**src/rtl/time_digit_register_if.sv**
```systemverilog
// Bus bundle for time_digit_register: keypad/control inputs and the
// digit/status outputs. Member suffixes are relative to the design
// (slave) side: _i is driven into the design, _o is driven by it.
interface time_digit_register_if;
    logic       load_i;
    logic [3:0] key_code_i;
    logic       clear_i;
    logic       start_i;
    logic       done_i;
    logic [3:0] min_tens_o;
    logic [3:0] min_units_o;
    logic [3:0] sec_tens_o;
    logic [3:0] sec_units_o;
    logic [2:0] digit_count_o;
    logic       full_o;
    logic       locked_o;
    logic       start_pulse_o;

    // Driver side: produces the key/control events, observes the digits.
    modport master (
        output load_i, key_code_i, clear_i, start_i, done_i,
        input  min_tens_o, min_units_o, sec_tens_o, sec_units_o,
               digit_count_o, full_o, locked_o, start_pulse_o
    );

    // Design side.
    modport slave (
        input  load_i, key_code_i, clear_i, start_i, done_i,
        output min_tens_o, min_units_o, sec_tens_o, sec_units_o,
               digit_count_o, full_o, locked_o, start_pulse_o
    );
endinterface

```
**src/rtl/time_digit_register.sv**
```systemverilog
// time_digit_register: keypad digit-entry stage for the MM:SS timer.
// Each valid load strobe shifts a BCD key into the four-digit register
// from the right; start locks the entered time for the countdown.
// Per-cycle event priority is clear > done > start > load; the highest
// asserted event is the only one considered.
// Optional feature: define SECONDS_CLAMP_EN to clamp sec_tens > 5 to 59
// seconds on the lock transition. Default build leaves digits unchanged.
module time_digit_register (
    input  logic                  clock_i,
    input  logic                  reset_i,
    time_digit_register_if.slave  bus
);
    typedef enum logic [1:0] {
        EMPTY  = 2'b00,
        ENTRY  = 2'b01,
        FULL   = 2'b10,
        LOCKED = 2'b11
    } state_t;

    state_t     state_q,      state_d;
    logic [3:0] min_tens_q,   min_tens_d;
    logic [3:0] min_units_q,  min_units_d;
    logic [3:0] sec_tens_q,   sec_tens_d;
    logic [3:0] sec_units_q,  sec_units_d;
    logic [2:0] count_q,      count_d;
    logic       pulse_q,      pulse_d;
    logic       key_valid;

    assign key_valid = (bus.key_code_i <= 4'd9);

    // State register plus digit/count/pulse registers, async reset to empty.
    always_ff @(posedge clock_i or posedge reset_i) begin
        if (reset_i) begin
            state_q     <= EMPTY;
            min_tens_q  <= 4'd0;
            min_units_q <= 4'd0;
            sec_tens_q  <= 4'd0;
            sec_units_q <= 4'd0;
            count_q     <= 3'd0;
            pulse_q     <= 1'b0;
        end else begin
            state_q     <= state_d;
            min_tens_q  <= min_tens_d;
            min_units_q <= min_units_d;
            sec_tens_q  <= sec_tens_d;
            sec_units_q <= sec_units_d;
            count_q     <= count_d;
            pulse_q     <= pulse_d;
        end
    end

    // Next-state and datapath update, resolving events by priority.
    always_comb begin
        state_d     = state_q;
        min_tens_d  = min_tens_q;
        min_units_d = min_units_q;
        sec_tens_d  = sec_tens_q;
        sec_units_d = sec_units_q;
        count_d     = count_q;
        pulse_d     = 1'b0;
        if (bus.clear_i) begin
            state_d     = EMPTY;
            min_tens_d  = 4'd0;
            min_units_d = 4'd0;
            sec_tens_d  = 4'd0;
            sec_units_d = 4'd0;
            count_d     = 3'd0;
        end else if (bus.done_i) begin
            // done outside LOCKED is a no-op but still masks start/load.
            if (state_q == LOCKED) begin
                state_d     = EMPTY;
                min_tens_d  = 4'd0;
                min_units_d = 4'd0;
                sec_tens_d  = 4'd0;
                sec_units_d = 4'd0;
                count_d     = 3'd0;
            end
        end else if (bus.start_i) begin
            // A key arriving together with start is dropped.
            if (state_q == ENTRY || state_q == FULL) begin
                state_d = LOCKED;
                pulse_d = 1'b1;
`ifdef SECONDS_CLAMP_EN
                if (sec_tens_q > 4'd5) begin
                    sec_tens_d  = 4'd5;
                    sec_units_d = 4'd9;
                end
`endif
            end
        end else if (bus.load_i && key_valid) begin
            // Leading zeros in EMPTY are not counted as digits.
            if ((state_q == EMPTY && bus.key_code_i != 4'd0) || state_q == ENTRY) begin
                min_tens_d  = min_units_q;
                min_units_d = sec_tens_q;
                sec_tens_d  = sec_units_q;
                sec_units_d = bus.key_code_i;
                count_d     = count_q + 3'd1;
                state_d     = (count_q == 3'd3) ? FULL : ENTRY;
            end
        end
    end

    // Output decode from registered state and registers.
    always_comb begin
        bus.min_tens_o    = min_tens_q;
        bus.min_units_o   = min_units_q;
        bus.sec_tens_o    = sec_tens_q;
        bus.sec_units_o   = sec_units_q;
        bus.digit_count_o = count_q;
        bus.full_o        = (state_q == FULL);
        bus.locked_o      = (state_q == LOCKED);
        bus.start_pulse_o = pulse_q;
    end
endmodule
```
**src/flat_wrapper.sv**
```systemverilog
// flat-port wrapper written by rule: the top's interface ports become plain ports
module time_digit_register_flat 
  (clock_i, reset_i, bus_load_i, bus_key_code_i, bus_clear_i, bus_start_i, bus_done_i, bus_min_tens_o, bus_min_units_o, bus_sec_tens_o, bus_sec_units_o, bus_digit_count_o, bus_full_o, bus_locked_o, bus_start_pulse_o);
  time_digit_register_if bus_i ();
  input  logic clock_i;
  input  logic reset_i;
  input wire logic [$bits(bus_i.load_i)-1:0] bus_load_i;
  input wire logic [$bits(bus_i.key_code_i)-1:0] bus_key_code_i;
  input wire logic [$bits(bus_i.clear_i)-1:0] bus_clear_i;
  input wire logic [$bits(bus_i.start_i)-1:0] bus_start_i;
  input wire logic [$bits(bus_i.done_i)-1:0] bus_done_i;
  output wire logic [$bits(bus_i.min_tens_o)-1:0] bus_min_tens_o;
  output wire logic [$bits(bus_i.min_units_o)-1:0] bus_min_units_o;
  output wire logic [$bits(bus_i.sec_tens_o)-1:0] bus_sec_tens_o;
  output wire logic [$bits(bus_i.sec_units_o)-1:0] bus_sec_units_o;
  output wire logic [$bits(bus_i.digit_count_o)-1:0] bus_digit_count_o;
  output wire logic [$bits(bus_i.full_o)-1:0] bus_full_o;
  output wire logic [$bits(bus_i.locked_o)-1:0] bus_locked_o;
  output wire logic [$bits(bus_i.start_pulse_o)-1:0] bus_start_pulse_o;
  assign bus_i.load_i = bus_load_i;
  assign bus_i.key_code_i = bus_key_code_i;
  assign bus_i.clear_i = bus_clear_i;
  assign bus_i.start_i = bus_start_i;
  assign bus_i.done_i = bus_done_i;
  assign bus_min_tens_o = bus_i.min_tens_o;
  assign bus_min_units_o = bus_i.min_units_o;
  assign bus_sec_tens_o = bus_i.sec_tens_o;
  assign bus_sec_units_o = bus_i.sec_units_o;
  assign bus_digit_count_o = bus_i.digit_count_o;
  assign bus_full_o = bus_i.full_o;
  assign bus_locked_o = bus_i.locked_o;
  assign bus_start_pulse_o = bus_i.start_pulse_o;
  time_digit_register u_core (.clock_i(clock_i), .reset_i(reset_i), .bus(bus_i));
endmodule
```
**config.mk**
```make
export PLATFORM = sky130hd
export DESIGN_NAME = time_digit_register_flat
export DESIGN_NICKNAME = d
export VERILOG_FILES = /design/src/rtl/time_digit_register_if.sv /design/src/rtl/time_digit_register.sv /design/src/flat_wrapper.sv
export SDC_FILE = /design/constraint.sdc
export NUM_CORES = 1
export LEC_CHECK = 0
export CORE_MARGIN = 3
export CORE_UTILIZATION = 45
export DETAILED_ROUTE_END_ITERATION = 12
export PLACE_DENSITY = 0.78
export SLEW_MARGIN = 10
export SYNTH_ARGS = -nofsm -noshare
export SYNTH_HDL_FRONTEND = slang
export SYNTH_SLANG_ARGS = --single-unit
```
**constraint.sdc**
```tcl
create_clock -name clock_i -period 2 [get_ports clock_i]
set_input_delay 0.4 -clock clock_i [delete_from_list [all_inputs] [get_ports clock_i]]
set_output_delay 0.4 -clock clock_i [all_outputs]
set_load 0.005 [all_outputs]
```
==> results of run 1 <==
cells in the mapped netlist, drive strengths merged:
library cell | count | area, um2
nor3 | 2 | 10.0
o2bb2ai | 2 | 17.5
o31ai | 1 | 21.3
o2111ai | 1 | 8.76
nor2 | 4 | 15.0
mux2 | 1 | 11.3
ha | 6 | 75.1
nor2b | 1 | 6.26
inv | 7 | 26.3
buf | 3 | 51.3
nand2 | 3 | 11.3
and2 | 1 | 8.76
a22o | 18 | 168
dfrtp | 22 | 551
o21ai | 3 | 15.0
a21oi | 1 | 8.76
critical path: stages (launching register included):
cell,delay (ps)
dfrtp_1,440
inv_1,100
ha_1,150
clkdlybuf4s50_1,500
metrics by stage:
step                      cell area (um2)  power [mW]  setup TNS [ps]  worst slack [ps]  hold WS [ps]
final                                1400       0.886               0               104           405
after detailed placement             1330       0.551           -2430              -172           493
after global placement               1330       0.548           -1960              -127           489
after floorplan                      1000       0.509               0               393           389
after global routing                 1400       0.925               0              26.2           434
after CTS                            1380       0.882               0              24.0           417
routing by layer:
layer | vias to the layer above | wire length [um] | global-route usage, %
li1 | 354 | - | -
met1 | 360 | 838 | 21.2
met2 | 27 | 934 | 26.1
met3 | 5 | 141 | 3.10
met4 | 0 | 35 | 6.38
met5 | - | 0 | 0
kinds of logic after synthesis:
logic type      synth area share, %
buf+inv                        7.72
fa+ha+maj                      7.47
simple gates                   5.11
mux                            1.12
compound gates                 23.8
flops                          54.8
state kept, by name (all words and copies together) (netlist names):
name / count
u_core.bus.sec_units_o: 4
u_core.bus.digit_count_o: 3
u_core.bus.start_pulse_o: 1
u_core.bus.sec_tens_o: 4
u_core.state_q: 2
u_core.bus.min_units_o: 4
u_core.bus.min_tens_o: 4
where the power goes:
group | switching, mW | internal (mW)
logic | 0.0461 | 0.0474
clock network | 0.135 | 0.203
registers | 0.00550 | 0.450
what timing repair did:
| action | CTS | global route |
|---|---|---|
| hold endpoints to repair | 0 | 0 |
| buffers inserted | 0 | 1 |
| setup endpoints to repair | 0 | 19 |
layout by cell type, fill, tap and decap left out, types with 3 or more instances in the layout:
cell             netlist  final
a22o_1                10     10
a22o_2                 8      8
buf_4                  0      4
clkbuf_4               0      3
clkdlybuf4s50_1        0     31
dfrtp_1               22     22
ha_1                   6      6
inv_1                  7      7
nand2_1                3      3
nor2_1                 4      4
path summary, 6_finish.rpt:
path / start / endpoint / slack, ps
setup / recovery: u_core.state_q[0]$_DFFE_PP0P_ / bus_full_o / 100
hold / removal: reset_i / u_core.bus.min_tens_o[3]$_DFFE_PP0P_ / 400
max in group asynchronous: reset_i / u_core.bus.min_tens_o[0]$_DFFE_PP0P_ / 1380
min in group clock_i: u_core.bus.min_tens_o[1]$_DFFE_PP0P_ / u_core.bus.min_tens_o[1]$_DFFE_PP0P_ / 520
hold reg to reg: u_core.bus.min_tens_o[1]$_DFFE_PP0P_ / u_core.bus.min_tens_o[1]$_DFFE_PP0P_ / 520
setup reg to reg: u_core.state_q[0]$_DFFE_PP0P_ / u_core.bus.digit_count_o[0]$_DFFE_PP0P_ / 240
final cells by class:
cell class,instances,area [um2],area share (%)
inverters,7,26.3,1.88
repair buffers,36,360,25.7
well taps,27,33.8,2.41
flip-flops and latches,22,551,39.3
clock inverters,1,30.0,2.14
clock buffers,3,22.5,1.61
multi-input cells,44,377,26.9
==> results.ini, run 1 <==
[run_status]
status = completed

[place]
gp_congestion = 0.692
place_hpwl_um = 1460
post-place-cells = 135
io_buffers = 31

[critical_path]
reg2reg_depth = 7
cp_max_fo = 4
worstPathArrival_ps = 1500
path_class = flip-flop to output pin
end_kind = output pin
crit_path_start_kind = flip-flop
crit_required_ps = 1600

[clocking]
path_clk_slew_ps = 120
ctsResizeCount = 0
insertion_delay_ps = 310
htreeDepth = 1
cts_tree = yes
clockBufferDepth = 2
cts_sinks = 22
clockRootBuffer = clkbuf_4
hold_buffers = 0
cts-buffers-inserted = 3

[finish]
area_growth_pct = 39.4
fin_util_pct = 68.6
n_antenna_cell = 0
fin_nets = 130
nFillCells = 175
layout.cells.non_filler = 140
drive_gt1_share_pct = 18.6

[sta]
hold_viol_final = 0
rsz0062_at_grt = false
layout_min_cycle_time_ps = 1900
tightestPinTransition_ps = 356
finClkSkew_ps = 1.77
setup_viol = 0
slew_violations = 0
max_clock_freq_mhz = 527
slew_headroom_pct = 76.0
finalCritPeriodShare_pct = 94.8

[floorplan]
rows = 16
die_area_um2 = 2840
chipHeight_um = 53.3
die_width_um = 53.3
start_util_pct = 49.2
core_area_um2 = 2040
boundaryPins = 32

[yosys]
synth-seq-area-share_pct = 54.8
netlist_area_um2 = 1000
synth_seq_cells = 22
yosysWarnings = 0
synthesis.nets = 92
ys_types = 19
syn_area_per_cell_um2 = 13.2
synthCells = 76

[global_route]
gr-usage-all-layers_pct = 16.2
first_global_vias = 723
grt_max_degree = 23
overflow = 0
antenna_found_initial = 0
grt_pass1_wl_um = 3290

[pwr]
vdd_ir_drop_max_mv = 0.474
p_leak_nw = 0.656
p_per_area_nw_per_um2 = 633

[detailed_routing]
viasPerCell = 5.33
drc_errors = 0
vias = 746
final_antenna_net_count = 0
firstDrtPassIters = 4
wl_um = 1950
drt_iter0_drc = 10
wl_per_cell_um = 13.9

[job]
cap_viol_max_count = 0

[worst_hold_path]
hold_class = input pin to asynchronous set/reset pin

(Power assumes the default switching activity.)
==> run 2: changes to the inputs <==
- ABC_CLOCK_PERIOD_IN_PS: unset -> 2000
- CTS_BUF_LIST: unset -> sky130_fd_sc_hd__clkbuf_16
==> results.ini, run 2 (synthesis results as in run 1) <==
[place]
io_buffers = 31  ; unchanged
gp_congestion = 0.692  ; unchanged
place_ws_ps = -172  ; unchanged
place_hpwl_um = 1460  ; unchanged

[detailed_routing]
wl_per_cell_um = 14.0  ; +0.67%
viasPerCell = 5.16  ; -3.1%
final_antenna_net_count = 0  ; unchanged
vias = 723  ; -3.1%
drt_iter0_drc = 8  ; -2
firstDrtPassIters = 4  ; unchanged
drc_errors = 0  ; unchanged
wl_um = 1960  ; +0.67%

[global_route]
grt_max_degree = 23  ; unchanged
first_global_vias = 737  ; +1.9%
met3_usage_pct = 2.25  ; -0.85 points
grt_use_met2_pct = 26.9  ; +0.82 points
top_usage_layer = met2
grt_pass1_wl_um = 3310  ; +0.64%
gr-usage-all-layers_pct = 16.0  ; -0.20 points
antenna_found_initial = 0  ; unchanged
grtUsageMet1_pct = 21.5  ; +0.28 points
overflow = 0  ; unchanged

[finish]
area_growth_pct = 44.6
final_cell_mix = clkdlybuf4s50_1 (31), dfrtp_1 (22), a22o_1 (10)
drive_gt1_share_pct = 18.6  ; unchanged
n_antenna_cell = 0  ; unchanged
multi_input_area_um2 = 377  ; unchanged
fin_nets = 130  ; unchanged
final_common_cell = clkdlybuf4s50_1
nFillCells = 168  ; -4.0%
register_area_um2 = 551  ; unchanged

[floorplan]
die_width_um = 53.3  ; unchanged
boundaryPins = 32  ; unchanged
chipHeight_um = 53.3  ; unchanged
start_util_pct = 49.2  ; unchanged
rows = 16  ; unchanged
core_area_um2 = 2040  ; unchanged
die_area_um2 = 2840  ; unchanged

[sta]
finalCritPeriodShare_pct = 90.6  ; -4.2 points
slew_headroom_pct = 76.5  ; +0.50 points
tightestPinTransition_ps = 348  ; -7.49 ps
finClkSkew_ps = 0.984  ; -0.784 ps
setup_viol = 0  ; unchanged
layout_min_cycle_time_ps = 1810  ; -84.8 ps
slew_violations = 0  ; unchanged
max_clock_freq_mhz = 552  ; +4.7%
rsz0062_at_grt = false
hold_viol_final = 0  ; unchanged
finalWorstSetupSlack_ps = 189  ; +84.8 ps

[critical_path]
r2r-end = u_core.bus.digit_count_o[0]$_DFFE_PP0P_
slowest_stage = clkdlybuf4s50_1
path_class = flip-flop to output pin
reg2reg_depth = 7  ; unchanged
cp_cell_sequence = inv_1 > ha_1 > clkdlybuf4s50_1
rr_startpoint = u_core.state_q[0]$_DFFE_PP0P_
end_kind = output pin
crit_family = buffers and inverters
crit_path_start_kind = flip-flop
rrSetupSlack_ps = 250  ; about the same
cp_max_fo = 4  ; unchanged
worstPathArrival_ps = 1410  ; -90 ps
crit_buf_inv = 2  ; unchanged
critPathMaxStageDelay_ps = 500  ; about the same
crit_required_ps = 1600  ; about the same

[worst_hold_path]
hold_class = input pin to asynchronous set/reset pin

[pwr]
total_power_mw = 1.09  ; +23%
p_per_area_nw_per_um2 = 750  ; +18%
vdd_ir_drop_max_mv = 0.570  ; +20%
p_leak_nw = 0.679  ; +3.5%

[clocking]
cts-buffers-inserted = 3  ; unchanged
ctsResizeCount = 0  ; unchanged
cts_tree = yes
htreeDepth = 1  ; unchanged
path_clk_slew_ps = 60  ; -60 ps
cts_sinks = 22  ; unchanged
insertion_delay_ps = 250  ; -60 ps
clockRootBuffer = clkbuf_16
clockBufferDepth = 2  ; unchanged

[run_status]
status = completed

[job]
cap_viol_max_count = 0  ; unchanged

-- run 2: cell types whose count changed in the layout (fill, tap and decap cells not counted) --
cell	before	now
clkbuf_4	3	0
clkbuf_16	0	3
-- run 2: stage by stage --
stage                     area (um2)  utilization [%]  TNS, ps  instances  hold slack [ps]
after global routing            1450             71.1        0        140              509
after global placement          1330             65.0    -1960        135              489
after detailed placement        1330             65.0    -2430        135              493
after CTS                       1430             70.2        0        139              494
after floorplan                 1000                -        0         76              389
final                           1450             71.1        0        140              486
-- run 2: cell type report --
cell class | count | share of cell area, %
Timing Repair Buffer | 36 | 24.8
Clock buffer | 3 | 5.17
Sequential cell | 22 | 37.9
Tap cell | 27 | 2.33
Inverter | 7 | 1.81
Multi-Input combinational cell | 44 | 25.9
Clock inverter | 1 | 2.07
-- run 2: what timing repair did --
action | CTS | global route
setup buffers | 0 | 1
setup endpoints to repair | 0 | 19
endpoints found under the hold margin | 0 | 0
hold buffers | 0 | 0
-- run 2: how the worst max path moves through the flow --
stage                                  startpoint                                 endpoint  slack [ps]  depth (start not counted)
CTS                 u_core.state_q[0]$_DFFE_PP0P_  u_core.bus.digit_count_o[0]$_DFFE_PP0P_          30                          6
detailed placement              bus_key_code_i[3]  u_core.bus.digit_count_o[0]$_DFFE_PP0P_        -170                          5
global placement                bus_key_code_i[2]  u_core.bus.digit_count_o[0]$_DFFE_PP0P_        -130                          6
global route                    bus_key_code_i[2]  u_core.bus.digit_count_o[0]$_DFFE_PP0P_         100                          7
finish              u_core.state_q[0]$_DFFE_PP0P_                               bus_full_o         190                          3
floorplan           u_core.state_q[0]$_DFFE_PP0P_     u_core.bus.min_tens_o[0]$_DFFE_PP0P_         390                          7
-- run 2: where the power goes --
part	leakage (nW)	internal [mW]	switching [mW]
Sequential	0.306	0.451	0.00551
Combinational	0.322	0.0474	0.0455
Clock	0.0511	0.396	0.143
Total	0.679	0.895	0.194
-- run 2: worst min-delay path, stage by stage --
cell             delay (ps)
clkdlybuf4s50_1         390
inv_1                    50
buf_4                   270
-- run 2: metal layers --
layer | routed length (um) | vias up
li1 | - | 352
met1 | 838 | 343
met2 | 989 | 26
met3 | 129 | 2
met4 | 6 | 0
met5 | 0 | -
